### src/rtl/l1_cache_arbiter.sv
// l1_cache_arbiter: shares one single-ported L1 cache between fetch (p0) and load/store (p1).
// Define ROUND_ROBIN_EN for round-robin tie-break; otherwise p1 has fixed priority.
module l1_cache_arbiter #(
    parameter int ADDR_W      = 32,
    parameter int DATA_W      = 32,
    parameter int MEM_LATENCY = 1
) (
    input  logic              clk,
    input  logic              rst,
    input  logic              p0_req_valid,
    output logic              p0_req_ready,
    input  logic              p0_req_we,
    input  logic [ADDR_W-1:0] p0_req_addr,
    input  logic [DATA_W-1:0] p0_req_wdata,
    output logic              p0_resp_valid,
    output logic [DATA_W-1:0] p0_resp_rdata,
    input  logic              p1_req_valid,
    output logic              p1_req_ready,
    input  logic              p1_req_we,
    input  logic [ADDR_W-1:0] p1_req_addr,
    input  logic [DATA_W-1:0] p1_req_wdata,
    output logic              p1_resp_valid,
    output logic [DATA_W-1:0] p1_resp_rdata,
    output logic [ADDR_W-1:0] mem_address,
    output logic [DATA_W-1:0] mem_write_data,
    output logic              mem_write_enable,
    output logic              mem_read_enable,
    input  logic [DATA_W-1:0] mem_read_data,
    output logic              busy
);

    localparam int CNT_W = (MEM_LATENCY > 1) ? $clog2(MEM_LATENCY) : 1;
    localparam logic [CNT_W-1:0] CNT_INIT = CNT_W'(MEM_LATENCY - 1);

    typedef enum logic [1:0] {
        S_IDLE   = 2'd0,
        S_ACCESS = 2'd1,
        S_RESP   = 2'd2
    } state_t;

    state_t            r_state;
    state_t            w_next;
    logic              r_grant;
    logic              r_we;
    logic [CNT_W-1:0]  r_cnt;
    logic              w_accept;
    logic              w_sel;
    logic              w_last;
    logic              w_we;
    logic [ADDR_W-1:0] w_addr;
    logic [DATA_W-1:0] w_wdata;

`ifdef ROUND_ROBIN_EN
    // r_rr names the port that wins the next tie
    logic r_rr;

    always_ff @(posedge clk) begin
        if (rst) begin
            r_rr <= 1'b0;
        end else if (w_accept) begin
            r_rr <= ~w_sel;
        end
    end

    assign w_sel = p1_req_valid & (~p0_req_valid | r_rr);
`else
    assign w_sel = p1_req_valid;
`endif

    assign w_we    = w_sel ? p1_req_we    : p0_req_we;
    assign w_addr  = w_sel ? p1_req_addr  : p0_req_addr;
    assign w_wdata = w_sel ? p1_req_wdata : p0_req_wdata;
    assign w_last  = (r_cnt == '0);

    assign p0_req_ready = w_accept & ~w_sel;
    assign p1_req_ready = w_accept & w_sel;
    assign busy         = (r_state != S_IDLE);

    always_ff @(posedge clk) begin
        if (rst) begin
            r_state <= S_IDLE;
        end else begin
            r_state <= w_next;
        end
    end

    always_comb begin
        w_next   = r_state;
        w_accept = 1'b0;
        unique case (r_state)
            S_IDLE: begin
                // no grant while reset is asserted
                if (!rst && (p0_req_valid || p1_req_valid)) begin
                    w_accept = 1'b1;
                    w_next   = S_ACCESS;
                end
            end
            S_ACCESS: begin
                if (w_last) begin
                    w_next = S_RESP;
                end
            end
            S_RESP: begin
                w_next = S_IDLE;
            end
            default: begin
                w_next = S_IDLE;
            end
        endcase
    end

    always_ff @(posedge clk) begin
        if (rst) begin
            r_grant          <= 1'b0;
            r_we             <= 1'b0;
            r_cnt            <= '0;
            mem_address      <= '0;
            mem_write_data   <= '0;
            mem_write_enable <= 1'b0;
            mem_read_enable  <= 1'b0;
            p0_resp_valid    <= 1'b0;
            p0_resp_rdata    <= '0;
            p1_resp_valid    <= 1'b0;
            p1_resp_rdata    <= '0;
        end else begin
            p0_resp_valid <= 1'b0;
            p1_resp_valid <= 1'b0;
            if (w_accept) begin
                r_grant          <= w_sel;
                r_we             <= w_we;
                r_cnt            <= CNT_INIT;
                mem_address      <= w_addr;
                mem_write_data   <= w_wdata;
                mem_write_enable <= w_we;
                mem_read_enable  <= ~w_we;
            end else if (r_state == S_ACCESS) begin
                if (w_last) begin
                    mem_address      <= '0;
                    mem_write_data   <= '0;
                    mem_write_enable <= 1'b0;
                    mem_read_enable  <= 1'b0;
                    if (r_grant) begin
                        p1_resp_valid <= 1'b1;
                        p1_resp_rdata <= r_we ? '0 : mem_read_data;
                    end else begin
                        p0_resp_valid <= 1'b1;
                        p0_resp_rdata <= r_we ? '0 : mem_read_data;
                    end
                end else begin
                    r_cnt <= r_cnt - 1'b1;
                end
            end
        end
    end

endmodule

### config.mk
export PLATFORM = sky130hd
export DESIGN_NAME = l1_cache_arbiter
export DESIGN_NICKNAME = d
export VERILOG_FILES = /design/src/rtl/l1_cache_arbiter.sv
export SDC_FILE = /design/constraint.sdc
export NUM_CORES = 1
export LEC_CHECK = 0
export CORE_AREA = 2 2 122 124
export CTS_CLUSTER_DIAMETER = 60
export DETAILED_ROUTE_END_ITERATION = 8
export DIE_AREA = 0 0 124 126
export PLACE_DENSITY = 0.79
export SETUP_SLACK_MARGIN = 0.05
export SLEW_MARGIN = 30
export SYNTH_ARGS = -nofsm -noshare
export SYNTH_HDL_FRONTEND = slang
export SYNTH_SLANG_ARGS = --single-unit
export TNS_END_PERCENT = 30
### constraint.sdc
create_clock -name clk -period 1.85 [get_ports clk]
set_clock_uncertainty 0.15 [all_clocks]
set_input_delay 0.2775 -clock clk [delete_from_list [all_inputs] [get_ports clk]]
set_output_delay 0.2775 -clock clk [all_outputs]
set_load 0.01 [all_outputs]
# Yosys cells after proc, flatten, opt, wreduce, memory -nomap -nowiden
# Index checks and enable logic that the tools add are counted.
[totals]
wordCells = 57
input_bits = 166
register_bits = 137
out_inout_bits = 135
[classes]
add_sub_neg = 1
bitwise = 8
muxes = 20
n_eq_ne = 4
n_reduce_logical = 12
[ops]
columns = ["operator", "n"]
rows = [
  ["$mux W32", 7],
  ["$mux W1", 10],
  ["$reduce_and A4 Y1", 2],
  ["$not A1 Y1", 6],
  ["$mux W2", 2],
  ["$ne A2 B2 Y1 const B", 2],
  ["$pmux W2 S2", 1],
  ["$reduce_and A2 Y1", 2],
  ["$reduce_bool A2 Y1", 2],
  ["$reduce_or A4 Y1", 1],
  ["$and A1 B1 Y1", 2],
  ["$eq A2 B1 Y1 const B", 1],
  ["$logic_not A2 Y1", 1],
  ["$ne A2 B1 Y1 const B", 1],
  ["$reduce_or A2 Y1", 1],
  ["$logic_and A1 B1 Y1", 1],
  ["$logic_not A1 Y1", 1],
  ["$logic_or A1 B1 Y1", 1],
  ["$sub A1 B1 Y1 const B", 1],
]

# Depth between registers and ports, before layout
# Gate-level depths: netlist (run 1).
[logic_depth]
depth_word = 6
ltp_mapped = 6

# Worst setup path after synthesis (run 1)
# Ideal clock, no wire load.
[synth_timing]
path_type = "reg-to-reg"
from = "register r_state[0]"
to = "register mem_address[31]"
stages_incl_launch_ff = 6
period_less_slack_ps = 1680
t_arrival_ps = 1471
path_buffers = 2
setup_time_ps = 59
path_slack_ps = 170
path_cell_list = "dfxtp_1 -> buf_6 -> or3_4 -> a21oi_4 -> buf_8 -> a22o_2"
[synth_via]
elab_chain_len = 4
[synth_rtl]
columns = ["item", "line_no", "text"]
rows = [
  ["start: declaration", "41", "state_t r_state;"],
  ["start signal: assignment", "83", "r_state <= w_next;"],
  ["$logic_not A2 Y1", "90", "unique case (r_state)"],
  ["$mux W1", "90", ""],
  ["$ne A2 B1 Y1 (no line) or $reduce_bool A2 Y1 (tied branches)", "n/a", ""],
  ["$reduce_and A2 Y1 (no line)", "n/a", ""],
  ["end signal: assignment", "132", "mem_address <= w_addr;"],
  ["end: declaration", "24", "output logic [ADDR_W-1:0] mem_address,"],
]
# Several ways; a longest one is shown, not always the timed one.
# A chain may end at the register's enable or synchronous reset.

# Worst setup path in the final report (run 1)
[layout_timing]
from = "register r_state[1]"
to = "output p1_req_ready"
[layout_via]
elab_chain_len = 3
[layout_rtl]
columns = ["item", "line_no", "text"]
rows = [
  ["$logic_not A2 Y1", "90", ""],
  ["$mux W1", "90", ""],
  ["$and A1 B1 Y1", "76", "assign p1_req_ready = w_accept & w_sel;"],
  ["end: declaration", "18", "output logic p1_req_ready,"],
]
# No other way between the ends.

==> flow_summary.toml, run 1 <==
[run]
cap_violations = 0

[clock_network]
cts_buffers = 17
tritoncts = "done"
clock_latency_ns = 0.42
cts_max_level = 4
clock-sinks = 136
ctsHoldBuffers = 0
root_buffer = "clkbuf_16"
clkTransAtPathRegs_ns = 0.06
ctsLongestPathBuffers = 2

[timing]
worst_slack_ns = 0.0807
slew_viol_final = 0
slew_headroom = 0.645
worst-slew-pin-transition_ns = 0.532
finalHoldViolations = 0
setup_viol = 0
finalSetupTns_ns = 0
fin_crit_ns = 1.77
max_freq_mhz = 565
rsz0062_at_grt = "true"
period_share = 0.956

[synthesis]
synth_seq_cells = 136
synth_warnings = 0
yosysUniqueCellTypes = 32
synthesis.nets = 732
ys_seq_area_frac = 0.511
syn_area_per_cell_um2 = 9.41
syn_inst = 566
syn_area_um2 = 5330

[placement]
place_hpwl_um = 12700
gp_congestion = 0.816
numPortBuffers = 300
post-place-ws_ns = -0.381
placed_cells = 1028

[worst_setup_path]
cp_slowest_stage_delay_ns = 0.34
critical_path.max_fanout = 8
setup.worst_path.class = "register to primary output"
crit_end = "p1_req_ready"
rr_endpoint = "mem_write_data[1]"
cp.depth = 3
worstSetupStartpoint = "r_state[1]"
r2r_slack_ns = 0.11
timing.rr.start = "r_state[0]"
critPathRequiredTime_ns = 1.42
cp_cell_sequence = "buf_6 > nor4b_4 > buf_2"
ff2ff_path_depth = 5
worstSetupStartpointType = "register"
critPathArrivalTime_ns = 1.34
crit_slowest_cell = "dfxtp_2"
cp_num_buf_inv = 2
cp-end-kind = "primary output"
cpLargestDelayFamily = "flip-flops"

[final_layout]
nNetsFinal = 1029
final_util = 0.643
mostFrequentLayoutCells = "294 x clkdlybuf4s50_1, 134 x dfxtp_1, 130 x nand2_1"
layout_commonest_cell = "clkdlybuf4s50_1"
drive_gt1_frac = 0.146
finalNonFillerCells = 1061
syn_to_final_growth_pct = 72.8

[route]
vias = 5222
via_per_inst = 4.92
avgRoutedWirePerCell_um = 17.0
drt_pass1_iterations = 4
finalWirelength_um = 18000
antenna_left = 0
drc = 0
drt-initial-drc-count = 218

[hold_path]
hold_depth = 2
hold_path_class = "register to register"

[die]
die_h_um = 126
fp-row-count = 44
io_pins = 301
die_area_um2 = 15600
floorplan.die.width_um = 124
initial_core_util = 0.372
fp.coreArea_um2 = 14300

[global_route]
grtUsageTotal = 0.226
grt_overflow_total = 0
antenna_found_initial = 1
grt_pass1_wl_um = 27100
grt_max_degree = 56
grt_pass1_vias = 5004

[power_and_ir_drop]
p_leak_uw = 0.00347
power_density_nw_per_um2 = 887
ir_drop_mv = 0.775
finalPower_uw = 8170

[run_status]
status = "finished, final reports clean"
logic make-up after synthesis:
group | synth area share
compound gates | 0.200
flops | 0.511
simple gates | 0.225
mux | 0.0120
buf+inv | 0.0519
how the worst min path moves through the flow:
stage | end | slack (ns) | startpoint
floorplan | r_we | 0.25 | p1_req_we
global placement | p1_resp_rdata[30] | 0.29 | p1_resp_rdata[30]
detailed placement | p1_resp_rdata[9] | 0.30 | p1_resp_rdata[9]
CTS | mem_write_data[8] | 0.30 | p0_req_wdata[8]
global route | mem_address[20] | 0.31 | p0_req_addr[20]
finish | p1_resp_rdata[21] | 0.30 | p1_resp_rdata[21]
worst min-delay path, delay by kind of cell, from the launching register on:
family	cells	cell delay, ns
AOI/OAI and AO/OA	1	0.05
DFF	1	0.30
and+or+nand+nor	1	0.05
timing repair:
action                     in CTS  in global routing
setup endpoints to repair       3                 13
pin swaps                       2                  1
gates resized for setup        19                  3
setup buffers                   0                  0
hold endpoints to repair        0                  0
cell type report:
class / instances / area [um2]
diodes: 1 / 2.50
clock buffers: 19 / 453
clock inverters: 13 / 166
fillers: 1185 / 5100
inverters: 3 / 11.3
multi-input cells: 380 / 2350
flip-flops and latches: 136 / 2730
well taps: 184 / 230
repair buffers: 325 / 3270
routing by layer:
layer | GRT usage | part of all wire | wire [um]
met1 | 0.251 | 0.38 | 6890
met2 | 0.373 | 0.48 | 8690
met3 | 0.0938 | 0.10 | 1860
met4 | 0.105 | 0.033 | 586
met5 | 0 | 0 | 0
power breakdown:
part	leakage (uW)	internal (uW)	switching [uW]
clock	0.000297	2200	1340
sequential	0.00111	3110	100
combinational	0.00206	864	544
Yosys cell counts (all sizes together):
cell type | instances | area [um2]
a21bo | 1 | 10.0
a21oi | 66 | 342
a221o | 61 | 674
a22o | 2 | 20.0
a32oi | 1 | 8.76
and2 | 62 | 388
and3b | 1 | 8.76
buf | 16 | 148
clkbuf | 31 | 118
dfxtp | 136 | 2720
inv | 3 | 11.3
mux2 | 3 | 33.8
mux2i | 3 | 30.0
nand2 | 130 | 488
nand2b | 1 | 6.26
nand3b | 3 | 22.5
nor2 | 5 | 18.8
nor2b | 33 | 206
nor3 | 1 | 5.00
nor3b | 1 | 7.51
nor4 | 1 | 6.26
nor4b | 1 | 23.8
o21ai | 2 | 10.0
or3 | 1 | 11.3
or3b | 1 | 8.76
stage by stage:
step           hold WS [ns]  instance area (um2)
2_1_floorplan         0.247                 5330
3_3_place_gp          0.290                 8570
3_5_place_dp          0.296                 8570
4_1_cts               0.298                 9210
5_1_grt               0.306                 9210
6_report              0.302                 9210
state kept, by name, summed over array words and instances (netlist names):
signal / cells
mem_write_enable: 1
r_grant: 1
p1_resp_valid: 1
p1_resp_rdata: 32
p0_resp_rdata: 32
mem_read_enable: 1
mem_write_data: 32
r_state: 2
r_we: 1
mem_address: 32
p0_resp_valid: 1
No activity file was read; power rests on OpenSTA's default activity.
==> run 2: changes to the inputs <==
--- a/config.mk
+++ b/config.mk
@@ -10,6 +10,7 @@
 export DETAILED_ROUTE_END_ITERATION = 8
 export DIE_AREA = 0 0 124 126
 export PLACE_DENSITY = 0.79
+export RECOVER_POWER = 50
 export SETUP_SLACK_MARGIN = 0.05
 export SLEW_MARGIN = 30
 export SYNTH_ARGS = -nofsm -noshare
==> run 2 against run 1 <==
Net effect: hold slack got worse by 0.0029 ns; cell count unchanged; fmax decreased by 1.1%; critical path type unchanged; highest routed layer unchanged.
==> flow_summary.toml, run 2 (synthesized netlist as in run 1, its figures left out) <==
[run]
cap_violations = 0

[placement]
place_hpwl_um = 12700
gp_congestion = 0.816
numPortBuffers = 300

[worst_setup_path]
cp_num_buf_inv = 1
cp_cell_sequence = "dlygate4sd3_1"
r2r_slack_ns = 0.08
crit_end = "p1_resp_rdata[11]"
cp_slowest_stage_delay_ns = 0.61
timing.rr.start = "r_state[0]"
cpLargestDelayFamily = "buffers and inverters"
cp-end-kind = "primary output"
ff2ff_path_depth = 5
critPathRequiredTime_ns = 1.42
rr_endpoint = "mem_write_data[1]"
critical_path.max_fanout = 2
worstSetupStartpointType = "register"
cp.depth = 1
crit_slowest_cell = "dlygate4sd3_1"
critPathArrivalTime_ns = 1.36
setup.worst_path.class = "register to primary output"
worstSetupStartpoint = "p1_resp_rdata[11]"

[die]
initial_core_util = 0.372
die_area_um2 = 15600
die_h_um = 126
fp.coreArea_um2 = 14300
floorplan.die.width_um = 124
fp-row-count = 44
io_pins = 301

[power_and_ir_drop]
finalPower_uw = 8130
ir_drop_mv = 0.775
power_density_nw_per_um2 = 887
p_leak_uw = 0.00352

[final_layout]
mostFrequentLayoutCells = "266 x clkdlybuf4s50_1, 135 x dfxtp_1, 130 x nand2_1"
final_util = 0.640
nNetsFinal = 1029
drive_gt1_frac = 0.143
fill_cells = 1196
layout_commonest_cell = "clkdlybuf4s50_1"
syn_to_final_growth_pct = 72.0

[route]
drt_pass1_iterations = 4
via_per_inst = 4.94
antenna_left = 0
vias = 5246
avgRoutedWirePerCell_um = 16.9
drc = 0
drt-initial-drc-count = 227
finalWirelength_um = 17900

[timing]
slew_viol_final = 0
slew_headroom = 0.302
fin_crit_ns = 1.79
finalHoldViolations = 0
rsz0062_at_grt = "true"
max_freq_mhz = 559
setup_viol = 0
finalSetupTns_ns = 0
period_share = 0.967
worst-slew-pin-transition_ns = 1.05

[global_route]
antenna_found_initial = 1
grt_overflow_total = 0
grt_pass1_vias = 5004
grt_max_degree = 56
grtUsageTotal = 0.226
grt_pass1_wl_um = 27100

[clock_network]
tritoncts = "done"
clock-sinks = 136
post_cts_buffers = 0
cts_max_level = 4
clkTransAtPathRegs_ns = 0.06
ctsLongestPathBuffers = 2
ctsHoldBuffers = 0
clock_latency_ns = 0.41
root_buffer = "clkbuf_16"
cts_buffers = 17

[hold_path]
hold_path_class = "register to register"
hold_start = "p1_resp_rdata[21]"

[run_status]
status = "finished, final reports clean"
-- run 2: metal layers --
metal,routed length (um),track usage,share of wire
met5,0,0,0
met4,643,0.105,0.036
met3,1910,0.0938,0.11
met2,8600,0.373,0.48
met1,6750,0.251,0.38
-- run 2: worst min path at each step --
| stage | end | slack [ns] | depth (start not counted) |
|---|---|---|---|
| 6_report | p1_resp_rdata[21] | 0.30 | 2 |
| 3_3_place_gp | p1_resp_rdata[30] | 0.29 | 2 |
| 4_1_cts | mem_write_data[8] | 0.30 | 2 |
| 5_1_grt | mem_address[20] | 0.31 | 2 |
| 3_5_place_dp | p1_resp_rdata[9] | 0.30 | 2 |
| 2_1_floorplan | r_we | 0.25 | 2 |
-- run 2: per-stage QoR --
| step | instances | hold slack, ns | area [um2] | setup slack [ns] |
|---|---|---|---|---|
| 6_report | 1061 | 0.299 | 9170 | 0.0619 |
| 5_1_grt | 1061 | 0.306 | 9170 | 0.0231 |
| 4_1_cts | 1060 | 0.298 | 9210 | 0.0285 |
| 3_5_place_dp | 1028 | 0.296 | 8570 | -0.381 |
| 3_3_place_gp | 1028 | 0.290 | 8570 | -0.348 |
| 2_1_floorplan | 566 | 0.247 | 5330 | 0.170 |
-- run 2: area by class of cell --
cell class              instances  area (um2)  area share
well taps                     184         230      0.0251
inverters                       3        11.3     0.00123
flip-flops and latches        136        2720       0.297
repair buffers                325        3220       0.352
diodes                          1        2.50    0.000273
multi-input cells             380        2350       0.257
clock buffers                  19         453      0.0494
clock inverters                13         166      0.0182
-- run 2: report_power, final --
group / internal [uW] / switching, uW / total (uW)
Sequential: 3110 / 98.3 / 3210
Clock: 2210 / 1340 / 3540
Combinational: 837 / 541 / 1380
-- run 2: timing repair --
item | CTS | global route
resized for setup | 19 | 3
pin swaps | 2 | 1
endpoints found under the setup margin | 3 | 13
==> run 3: changes to the inputs <==
==> constraint.sdc (replaced) <==
create_clock -name clk -period 1.85 [get_ports clk]
set_clock_uncertainty 0.15 [all_clocks]
set_input_delay 0.37 -clock clk [delete_from_list [all_inputs] [get_ports clk]]
set_output_delay 0.37 -clock clk [all_outputs]
set_load 0.01 [all_outputs]
==> run 3 against run 2 <==
Net effect: non-clock buffer count is 1 lower; cell count about the same; largest power group unchanged; critical endpoint is now p1_req_ready; power is 0.48% higher; highest routed layer is now met5; largest cell class unchanged; sequential share of layout area grew 0.33 points.
==> flow_summary.toml, run 3 (synthesized netlist as in run 1, its figures left out) <==
[final_layout]
layout_commonest_cell = "clkdlybuf4s50_1"
syn_to_final_growth_pct = 70.2
nNetsFinal = 1028
finalNonFillerCells = 1060
mostFrequentLayoutCells = "163 x clkdlybuf4s50_1, 134 x dfxtp_1, 131 x dlygate4sd2_1"
drive_gt1_frac = 0.145

[global_route]
antenna_found_initial = 2
grt_overflow_total = 0
grtUsageTotal = 0.217
grt_pass1_wl_um = 26100
grt_pass1_vias = 5012
grt_max_degree = 63

[route]
drc = 0
avgRoutedWirePerCell_um = 16.5
antenna_left = 0
wl_met3_um = 2240
routed-wl-met2_um = 8550
vias = 5177
top_layer_used = "met5"
finalWirelength_um = 17500
drt-met1-wl_um = 6420
via_per_inst = 4.88
drt_pass1_iterations = 5
drt-initial-drc-count = 277

[clock_network]
ctsLongestPathBuffers = 2
clock-sinks = 136
clkTransAtPathRegs_ns = 0.06
ctsHoldBuffers = 0
clock_latency_ns = 0.41
root_buffer = "clkbuf_16"
tritoncts = "done"
cts_max_level = 4
cts_buffers = 17

[placement]
placed_cells = 1023
place_hpwl_um = 12100
numPortBuffers = 300
gp_congestion = 0.808

[worst_setup_path]
cp-end-kind = "primary output"
crit_end = "p1_req_ready"
rr_endpoint = "mem_write_enable"
worstSetupStartpointType = "register"
critPathArrivalTime_ns = 1.32
ff2ff_path_depth = 5
setup.worst_path.class = "register to primary output"
critical_path.max_fanout = 4
critPathRequiredTime_ns = 1.33
r2r_slack_ns = 0.08
worstSetupStartpoint = "r_state[1]"
timing.rr.start = "r_state[1]"

[timing]
rsz0062_at_grt = "true"
worst-slew-pin-transition_ns = 0.506
slew_viol_final = 0
max_freq_mhz = 545
fin_crit_ns = 1.84
worst_hold_slack_ns = 0.300
setup_viol = 0
finalHoldViolations = 0
slew_headroom = 0.663
period_share = 0.992

[run]
cap_violations = 0

[hold_path]
hold_path_class = "register to register"

[run_status]
status = "finished, final reports clean"

[die]
fp.coreArea_um2 = 14300
initial_core_util = 0.372
floorplan.die.width_um = 124
io_pins = 301
die_area_um2 = 15600
fp-row-count = 44
die_h_um = 126

[power_and_ir_drop]
ir_drop_mv = 0.650
p_leak_uw = 0.00405
power_density_nw_per_um2 = 901
run 3: cell types whose count changed in the layout (fill, tap and decap cells not counted), moves of 3 or more:
cell / previous run / this run
clkbuf_2: 3 / 0
buf_4: 11 / 15
dlygate4sd3_1: 28 / 0
clkdlybuf4s50_1: 266 / 163
dlygate4sd2_1: 1 / 131
inv_6: 4 / 1
run 3: timing repair:
item | in CTS | in global routing
endpoints found under the setup margin | 173 | 65
resized for setup | 152 | 4
buffers inserted | 4 | 0
pin swaps | 3 | 2
run 3: report_power, final:
| group | switching, uW | internal [uW] |
|---|---|---|
| combinational | 539 | 737 |
| clock | 1280 | 2410 |
| sequential | 91.6 | 3120 |
run 3: layout make-up:
| type | instances | area (um2) |
|---|---|---|
| inverters | 3 | 11.3 |
| repair buffers | 324 | 3100 |
| fillers | 1215 | 5240 |
| well taps | 184 | 230 |
| multi-input cells | 380 | 2350 |
| flip-flops and latches | 136 | 2730 |
| clock inverters | 10 | 165 |
| clock buffers | 22 | 484 |
| diodes | 1 | 2.50 |
run 3: per-layer routing:
metal | vias to the layer above | track usage
li1 | 2544 | -
met1 | 2404 | 0.224
met2 | 204 | 0.370
met3 | 23 | 0.117
met4 | 2 | 0.0767
met5 | - | 0
run 3: worst max-delay path: stages, from the launching register on:
cell and delay [ns]:
dfxtp_2 0.34, buf_6 0.13, nor4b_4 0.26, buf_2 0.18
run 3: worst min path at each step:
stage | slack [ns] | to | startpoint | depth (start not counted)
floorplan | 0.33 | r_grant | r_grant | 2
global placement | 0.29 | p1_resp_rdata[27] | p1_resp_rdata[27] | 2
detailed placement | 0.30 | p0_resp_rdata[4] | p0_resp_rdata[4] | 2
CTS | 0.30 | p0_resp_rdata[26] | p0_resp_rdata[26] | 2
global route | 0.32 | p0_resp_rdata[26] | p0_resp_rdata[26] | 2
finish | 0.30 | p0_resp_rdata[26] | p0_resp_rdata[26] | 2
run 3: through the flow:
step / setup TNS [ns] / worst slack [ns] / util / instance area (um2) / total power [uW]
detailed placement: -26.17 / -0.530 / 0.595 / 8520 / 4660
finish: 0 / 0.0144 / 0.634 / 9070 / 8170
floorplan: 0 / 0.0712 / - / 5330 / 3820
global placement: -24.73 / -0.519 / 0.595 / 8520 / 4640
global route: -0.217 / -0.0523 / 0.634 / 9070 / 8490
CTS: -0.0100 / -0.0100 / 0.633 / 9050 / 8240
==> patch (flow settings as in run 3) <==
The parameter `ADDR_W` goes from 32 to 36.
--- a/src/rtl/l1_cache_arbiter.sv
+++ b/src/rtl/l1_cache_arbiter.sv
@@ -1,7 +1,7 @@
 // l1_cache_arbiter: shares one single-ported L1 cache between fetch (p0) and load/store (p1).
 // Define ROUND_ROBIN_EN for round-robin tie-break; otherwise p1 has fixed priority.
 module l1_cache_arbiter #(
-    parameter int ADDR_W      = 32,
+    parameter int ADDR_W      = 36,
     parameter int DATA_W      = 32,
     parameter int MEM_LATENCY = 1
 ) (
Interface: changed (resized mem_address, p0_req_addr and p1_req_addr); port bits go from 301 to 313. The function was not compared with the original's and may differ.
==> patch against run 3 <==
  * Count of clock-buffer cells in the layout is 4 lower
  * Wire length is 5.4% higher
  * Clock power is 7.3% lower
  * Sequential cell count is 4 higher
  * The flow now finishes with violations (negative setup slack)
  * Synthesized area is 0.75% higher
  * Global-route usage is 0.66 points higher
  * Total power is 1.6% lower
  * Setup slack worse by 65 ps
  * Cell area is 1.7% higher
  * Via count is 3.1% higher
  * Critical path type unchanged
  * Hold slack better by 0.54 ps
==> patch: results (changes against run 3) <==
stage;metric;value;unit;change
placement;placer congestion estimate;0.806;;-0.26%
power;static leakage power;0.00409;uW;+1.2%
setup_path;RR Endpoint;p1_resp_rdata[17]$_SDFFE_PP0P_;;
route;met3 routed WL;1.94;mm;-14%
setup_path;category of cells accounting for the largest share of critical-path delay;simple AND/OR/NAND/NOR gates;;
power;portion of total power attributed to combinational logic;0.164;;+0.008
route;max layer used;met4;;
power;Cell Int Power;6010;uW;-3.9%
setup_path;FF-to-FF setup slack;60;ps;-20 ps
setup_path;largest fanout of any net on the critical path;2;;-2
power;P_clk;3420;uW;-7.3%
worst_hold_path;start point of the worst hold path;p1_resp_rdata[30]$_SDFFE_PP0P_;;
sta;Setup-failing EPs final;2;;+2
synthesis;post-synth net total;753;;+2.9%
synthesis;share of synthesized area occupied by flip-flops and latches;0.522;;+0.0111
synthesis;top cells by area in the synthesized netlist;sky130_fd_sc_hd__dfxtp_1 52%, sky130_fd_sc_hd__a221o_1 12%, sky130_fd_sc_hd__nand2_1 9.1%;;
finish;proportion of layout cells with a drive suffix above 1;0.0813;;-0.0639
outcome;violations in the final reports;negative setup slack;;
synthesis;post-synthesis cell count;579;;+2.3%
synthesis;fraction of the mapped netlist area in compound gates;0.196;;-0.00429
sta;slack of the critical path;-50.2;ps;-64.6 ps
worst_hold_path;hold endpoint;p1_resp_rdata[30]$_SDFFE_PP0P_;;
setup_path;Arrival @ worst endpoint;1380;ps;+60 ps
synthesis;count of unique library cells instantiated by Yosys;29;;-9.4%
finish;Post-Layout Cell Count;1084;;+2.3%
outcome;result of the run;finished with violations;;
sta;normalized max-slew margin;0.564;;-0.0987
global_route;fraction of met3 tracks used by global routing;0.0919;;-0.0254
setup_path;Setup crit end;p0_req_ready;;
route;WL/cell;17.0;um;+3.1%
patch: changes by cell type after synthesis, sizes merged:
cell	run 3	this run
a221o	61	67
mux2i	3	1
mux2	3	2
and2	62	68
nand3b	3	2
a22o	2	1
clkbuf	31	30
dfxtp	136	140
buf	16	19
patch: area by class of cell:
cell class / count / area share
Multi-Input combinational cell: 387 / 0.254
Inverter: 3 / 0.00122
Sequential cell: 140 / 0.304
Clock inverter: 14 / 0.0172
Tap cell: 184 / 0.0250
Antenna cell: 2 / 0.000543
Timing Repair Buffer: 336 / 0.350
Clock buffer: 18 / 0.0476
patch: what timing repair did:
item,4_1_cts,5_1_grt
buffers inserted,2,1
cloned,0,2
setup endpoints to repair,207,59
resized for setup,161,4
pin swaps,3,2
patch: stage by stage:
step	instance area, um^2	setup WS, ps	TNS (ps)	hold slack [ps]
global placement	8690	-695	-46360	290
CTS	9160	-48.1	-91.1	301
detailed placement	8690	-728	-48910	295
finish	9220	-50.2	-61.2	300
global route	9220	-94.7	-711	316
floorplan	5370	124	0	330
